**config.mk**
```make
export PLATFORM = sky130hd
export DESIGN_NAME = imem_arbiter
export DESIGN_NICKNAME = d
export VERILOG_FILES = /design/src/rtl/imem_arbiter.sv
export SDC_FILE = /design/constraint.sdc
export NUM_CORES = 1
export LEC_CHECK = 0
export ABC_AREA = 1
export CAP_MARGIN = 10
export CORE_AREA = 2 2 100 102
export CTS_BUF_LIST = sky130_fd_sc_hd__clkbuf_2
export DETAILED_ROUTE_END_ITERATION = 8
export DIE_AREA = 0 0 102 104
export SYNTH_ARGS = -nofsm -noshare
export SYNTH_HDL_FRONTEND = slang
export SYNTH_SLANG_ARGS = --single-unit
```
**constraint.sdc**
```tcl
create_clock -name clk -period 1.91 [get_ports clk]
set_input_delay 0.2865 -clock clk [delete_from_list [all_inputs] [get_ports clk]]
set_output_delay 0.2865 -clock clk [all_outputs]
set_load 0.05 [all_outputs]
```
**src/rtl/imem_arbiter.sv**
```systemverilog
// Shares one synchronous-read word memory between instruction fetch and the
// load/store port; data wins ties unless fetch has been denied STARVE_MAX times.
module imem_arbiter #(
  parameter int IDX_W      = 15,
  parameter int STARVE_MAX = 4
) (
  input  logic             clk,
  input  logic             rst,
  input  logic             if_req,
  input  logic [31:0]      if_addr,
  output logic             if_gnt,
  output logic             if_rvalid,
  output logic [31:0]      if_rdata,
  input  logic             d_req,
  input  logic             d_we,
  input  logic [3:0]       d_wstrb,
  input  logic [31:0]      d_addr,
  input  logic [31:0]      d_wdata,
  output logic             d_gnt,
  output logic             d_rvalid,
  output logic [31:0]      d_rdata,
  output logic             mem_en,
  output logic [3:0]       mem_we,
  output logic [IDX_W-1:0] mem_idx,
  output logic [31:0]      mem_wdata,
  input  logic [31:0]      mem_rdata
);

  localparam logic [3:0] STARVE_LIM = 4'(STARVE_MAX);

  logic [3:0] starve_cnt;
  logic       starve_hit;
  logic       if_rd_q;
  logic       d_rd_q;

  assign starve_hit = (starve_cnt == STARVE_LIM);

  always_comb begin
    if_gnt = 1'b0;
    d_gnt  = 1'b0;
    if (!rst) begin
      if (if_req && d_req) begin
        if_gnt = starve_hit;
        d_gnt  = !starve_hit;
      end else begin
        if_gnt = if_req;
        d_gnt  = d_req;
      end
    end
  end

  always_comb begin
    mem_en    = if_gnt | d_gnt;
    mem_we    = '0;
    mem_idx   = d_addr[IDX_W+1:2];
    mem_wdata = d_wdata;
    if (if_gnt) begin
      mem_idx = if_addr[IDX_W+1:2];
    end else if (d_gnt && d_we) begin
      mem_we = d_wstrb;
    end
  end

  // Counter saturates at the limit so a long denial run never wraps past it.
  always_ff @(posedge clk) begin
    if (rst) begin
      starve_cnt <= '0;
    end else if (if_gnt || !if_req) begin
      starve_cnt <= '0;
    end else if (starve_cnt != STARVE_LIM) begin
      starve_cnt <= starve_cnt + 4'd1;
    end
  end

  always_ff @(posedge clk) begin
    if (rst) begin
      if_rd_q <= 1'b0;
      d_rd_q  <= 1'b0;
    end else begin
      if_rd_q <= if_gnt;
      d_rd_q  <= d_gnt && !d_we;
    end
  end

  assign if_rvalid = if_rd_q;
  assign d_rvalid  = d_rd_q;
  assign if_rdata  = mem_rdata;
  assign d_rdata   = mem_rdata;

  logic unused_addr_bits;
  assign unused_addr_bits = ^{if_addr[31:IDX_W+2], if_addr[1:0],
                              d_addr[31:IDX_W+2], d_addr[1:0]};

endmodule

```
# Word-level counts from Yosys, hierarchy flattened
# Cells that the tools add are included.
# Widths: inputs -> output; s select.
[totals] reg_bits=6
[op_classes] n_addsub=1 eq_ne=2 n_mux=7 bitwise_logic=1 reduce_logical=8
[ops] op="$mux 15" n=1
[ops] op="$mux 4" n=2
[ops] op="$add 4x1->4 const B" n=1
[ops] op="$eq 4x3->1 const B" n=1
[ops] op="$mux 1" n=4
[ops] op="$ne 4x3->1 const B" n=1
[ops] op="$logic_and 1x1->1" n=3
[ops] op="$logic_not 1->1" n=3
[ops] op="$reduce_or 2->1" n=1
[ops] op="$logic_or 1x1->1" n=1
[ops] op="$or 1x1->1" n=1

# Depth between registers and ports, before layout
[logic_depth] depth_word=7 mapped_depth=8

# Worst setup path after synthesis
# OpenSTA, ideal clock, no wires.
[synth_path] path_kind="register to output" from="reg starve_cnt[0]" to="out mem_we[0]" arrival_ps=1504 required_time_ps=1623 setup_slack_ps=119 path_stages_with_launch=6 n_path_buf=0 path_cell_list="dfxtp_1 inv_1 ha_1 nand4_1 nand3_1 nor2_1"
[synth_via] elab_chain_cells=7 word_cells_on_any_way=9
[synth_rtl] item="start, declared" line_no="31" source="logic [3:0] starve_cnt;"
[synth_rtl] item="start signal, assigned" line_no="71" source="starve_cnt <= starve_cnt + 4'd1;"
[synth_rtl] item="$eq 4x3->1 *" line_no="36" source="assign starve_hit = (starve_cnt == STARVE_LIM);"
[synth_rtl] item="$logic_not 1->1" line_no="44" source="d_gnt = !starve_hit;"
[synth_rtl] item="$mux 1" line_no="42" source="if (if_req && d_req) begin"
[synth_rtl] item="$mux 1" line_no="41" source="if (!rst) begin"
[synth_rtl] item="$logic_and 1x1->1" line_no="59" source="end else if (d_gnt && d_we) begin"
[synth_rtl] item="$mux 4" line_no="59"
[synth_rtl] item="$mux 4 *" line_no="57" source="if (if_gnt) begin"
[synth_rtl] item="end, declared" line_no="23" source="output logic [3:0] mem_we,"
# Mark *: on every way between the ends. The rest lies on a longest branch, timed or not.

# Worst setup path in the final report
[layout_path] from="in if_req" to="out mem_idx[4]"
[layout_via] elab_chain_cells=4
[layout_rtl] item="start, declared" line_no="9" source="input logic if_req,"
[layout_rtl] item="$logic_and 1x1->1" line_no="42"
[layout_rtl] item="$mux 1 *" line_no="42"
[layout_rtl] item="$mux 1 *" line_no="41"
[layout_rtl] item="$mux 15 *" line_no="57"
[layout_rtl] item="end, declared" line_no="24" source="output logic [IDX_W-1:0] mem_idx,"
# Marks and branches as above.

==> results.txt <==
The run finished with clean final reports. After detailed routing, the number of vias per cell comes to 3.02. The tightest min-delay check is of the flop to flop type. Of all nets on the critical path, the largest fanout is 7. The met3 track demand over resource in global routing is 0.0289. The total power after layout is 683 uW. The hold violation total from the final report is 0. The count of input and output buffers is a little over 60. The relative max-transition margin came out at 0.663.

The share of the cycle needed by the critical path after routing came out at 0.962. Across the routed clock network, the largest skew measured is roughly 0.018 ns. At the pin with the least slew margin, the transition time is 0.504 ns. The number of H-tree branching levels came out at 1.

The total number of nets in the final design came out at 302. After synthesis the netlist holds a flip-flop and latch count of 6. Once layout is complete, the utilization of the core stands at 0.179. The half-perimeter wire length after placement is around 2.4 mm. The clock net in this run drives a total of 6 sinks. The cell area reported after detailed placement is roughly 1600 sq um. The clock transition at the registers of the reported paths is 0.05 ns. The proportion of layout cells with a drive suffix above 1 is 0.317. Hold repair after CTS inserted 0 buffers.

The critical path is of the primary input to output port type. The clock latency reported for the late side of the worst-skew pair came out at 0.24 ns. The final count of pins violating max slew is 0.

The number of clock buffers inserted by TritonCTS came out at 3. The number of detailed-routing iterations run before antenna repair is 4. Subtracting the final worst setup slack from the clock period gives 1.84 ns.

The post-CTS setup-driven buffer insertion count is 0. The cell class contributing the biggest share of worst-path delay is buffers and inverters. The count of warnings emitted by yosys came out at 0. The synthesized net count came out at 330.

The synthesized area divided by synthesized cell count came out at 6.71 sq um. The core region is 9550 sq um. The type of origin of the critical path is a primary input. The final cell area excluding filler cells came out at about 1700 sq um.

The die area came out at roughly 11000 sq um. The floorplan row count is 36. The effective utilization at floorplan came out at 0.134. TritonCTS built the clock tree. The via count of the first global-routing pass came to 880.

The tree is rooted in a sky130_fd_sc_hd__clkbuf_2. The data required time of the worst path is 1.62 ns. After synthesis, the cell types taking the most area are sky130_fd_sc_hd__buf_4, sky130_fd_sc_hd__nand2_1, sky130_fd_sc_hd__dfxtp_1, sky130_fd_sc_hd__nand3_1, sky130_fd_sc_hd__inv_1. The number of design-rule violations left by the first detailed-router iteration came out at 32. The number of maximum-capacitance violations is 0.

The synthesized cell area is approximately 1300 sq um. The first global-routing pass estimated about 4.4 mm of wire. In the global route stage, met2 resource usage came out at 0.0851.

The die width came out at 102 um. The power per cell area came out at 400 nW/um^2. The detail route stage leaves a number of antenna-violating nets equal to 0. The floorplan step set the die height to around 100 um. The cell count after synthesis came out at 191. The routed design has 3.03 mm of wire.

Data arrives at the worst endpoint at 1.55 ns. Summed over all instances, the cell type with the most area after synthesis is sky130_fd_sc_hd__buf_4. The residual overflow from global routing came out at 0. STA classifies the critical path endpoint as an output port. For this design the static power due to leakage is 0.000729 uW. The portion of synthesized cell area occupied by the leading cell type is 0.568. The clock passes through at most 2 buffers. At the end of routability-driven placement, the weighted congestion stood at around 0.7. The worst hold slack is 0.467 ns. The initial antenna violation count came out at 0.

In the global route stage, overall resource usage came out at 0.0535. The worst supply voltage drop on vdd is ~0.11 mV. The detailed-route via count came out at 889. For this run, the slowest stage of the critical path takes about 0.51 ns.

The slowest stage of the critical path is the sky130_fd_sc_hd__clkdlybuf4s50_1 cell. The maximum number of pins on one net before global-route repair is 19. The number of inserted diodes came out at 0. Dividing the detail-routed wire length by the instance count gives 10.3 um. For this run, the top clock speed supported by timing is about 0.54 GHz. The number of setup violations in the final report came out at 0. The filler cells instantiated in the layout total 1078. For this run, design rule violations remaining after detail routing come to 0. Walking the worst path, the cells encountered are clkdlybuf4s50_1 > inv_1 > nor2_8 > buf_6 > nand3_1 > nand2_2 > buf_12. The number of distinct library cell variants in the gate-level netlist after synthesis came out at 16. The met1 demand-to-capacity share in global routing is 0.0548.

The register area share after synthesis came out at 0.0938. During I/O placement, the number of pins put on the boundary was 257. The combined buffer and inverter count along the critical path is 4. The post-synthesis to final-layout area growth is 33.2%. In this run the most used layer during global routing was met2.
## repair_timing
item                                    4_1_cts  5_1_grt
gates cloned                                  0        1
endpoints found under the setup margin       16       19
pin swaps                                     0        2
resized for setup                             6       22
## cells in the mapped netlist (all sizes together)
| cell type | count |
|---|---|
| ha | 2 |
| nand4 | 2 |
| dfxtp | 6 |
| nand3 | 19 |
| nor2 | 10 |
| a21oi | 1 |
| buf | 99 |
| inv | 14 |
| nand2 | 36 |
| xnor2 | 1 |
| xor2 | 1 |
## sequential cells by signal, summed over array words and instances (netlist names)
register,cells
starve_cnt,4
d_rvalid,1
if_rvalid,1
## report_power, final
part | switching [uW] | internal (uW)
logic | 227 | 233
registers | 1.64 | 128
clock network | 50.7 | 42.6
total | 279 | 404
## path summary, 6_finish.rpt
check	startpoint	endpoint	slack, ns	cells after the start
worst max-delay path	if_req	mem_idx[4]	0.07	7
worst min-delay path	starve_cnt[0]$_SDFFE_PP0P_	starve_cnt[0]$_SDFFE_PP0P_	0.47	1
worst max register to register	starve_cnt[0]$_SDFFE_PP0P_	if_rvalid$_SDFF_PP0_	0.81	6
worst min register to register	starve_cnt[0]$_SDFFE_PP0P_	starve_cnt[0]$_SDFFE_PP0P_	0.47	1
## placed cells by master, fill, tap and decap left out, types with 2 or more instances in the layout
cell and count:
sky130_fd_sc_hd__buf_12 23, sky130_fd_sc_hd__clkbuf_2 3, sky130_fd_sc_hd__clkdlybuf4s50_1 40, sky130_fd_sc_hd__dfxtp_1 5, sky130_fd_sc_hd__inv_1 12, sky130_fd_sc_hd__inv_2 2, sky130_fd_sc_hd__nand2_1 25, sky130_fd_sc_hd__nand2_2 9
sky130_fd_sc_hd__nand2_8 2, sky130_fd_sc_hd__nand3_1 17, sky130_fd_sc_hd__nand4_1 2, sky130_fd_sc_hd__nor2_1 5, sky130_fd_sc_hd__nor2_2 4
## through the flow
stage	std cells	setup WS [ns]	setup TNS [ns]
final	294	0.0721	0
after CTS	293	-0.00109	-0.00109
after global routing	294	-0.0104	-0.0845
after floorplan	191	0.119	0
after global placement	290	0.0137	0
after detailed placement	290	0.00745	0
## kinds of logic after synthesis
family | synth area share
AOI/OAI and AO/OA | 0.00390
adders and majority gates | 0.0195
xor gates and xnor gates | 0.0137
DFF | 0.0938
buffers and inverters | 0.622
and+or+nand+nor | 0.247
## per-layer routing
layer | wire length, um | up-vias
li1 | - | 426
met1 | 1050 | 386
met5 | 0 | -
met2 | 1520 | 61
met3 | 381 | 16
met4 | 78 | 0
## final cells by class
cell class              instances  area [sq um]  share of cell area
well taps                     133           166              0.0975
inverters                      14          52.6              0.0308
flip-flops and latches          6           121              0.0711
clock buffers                   3          15.0             0.00880
multi-input cells              72           439               0.257
repair buffers                 66           912               0.534
(Power assumes the default switching activity.)
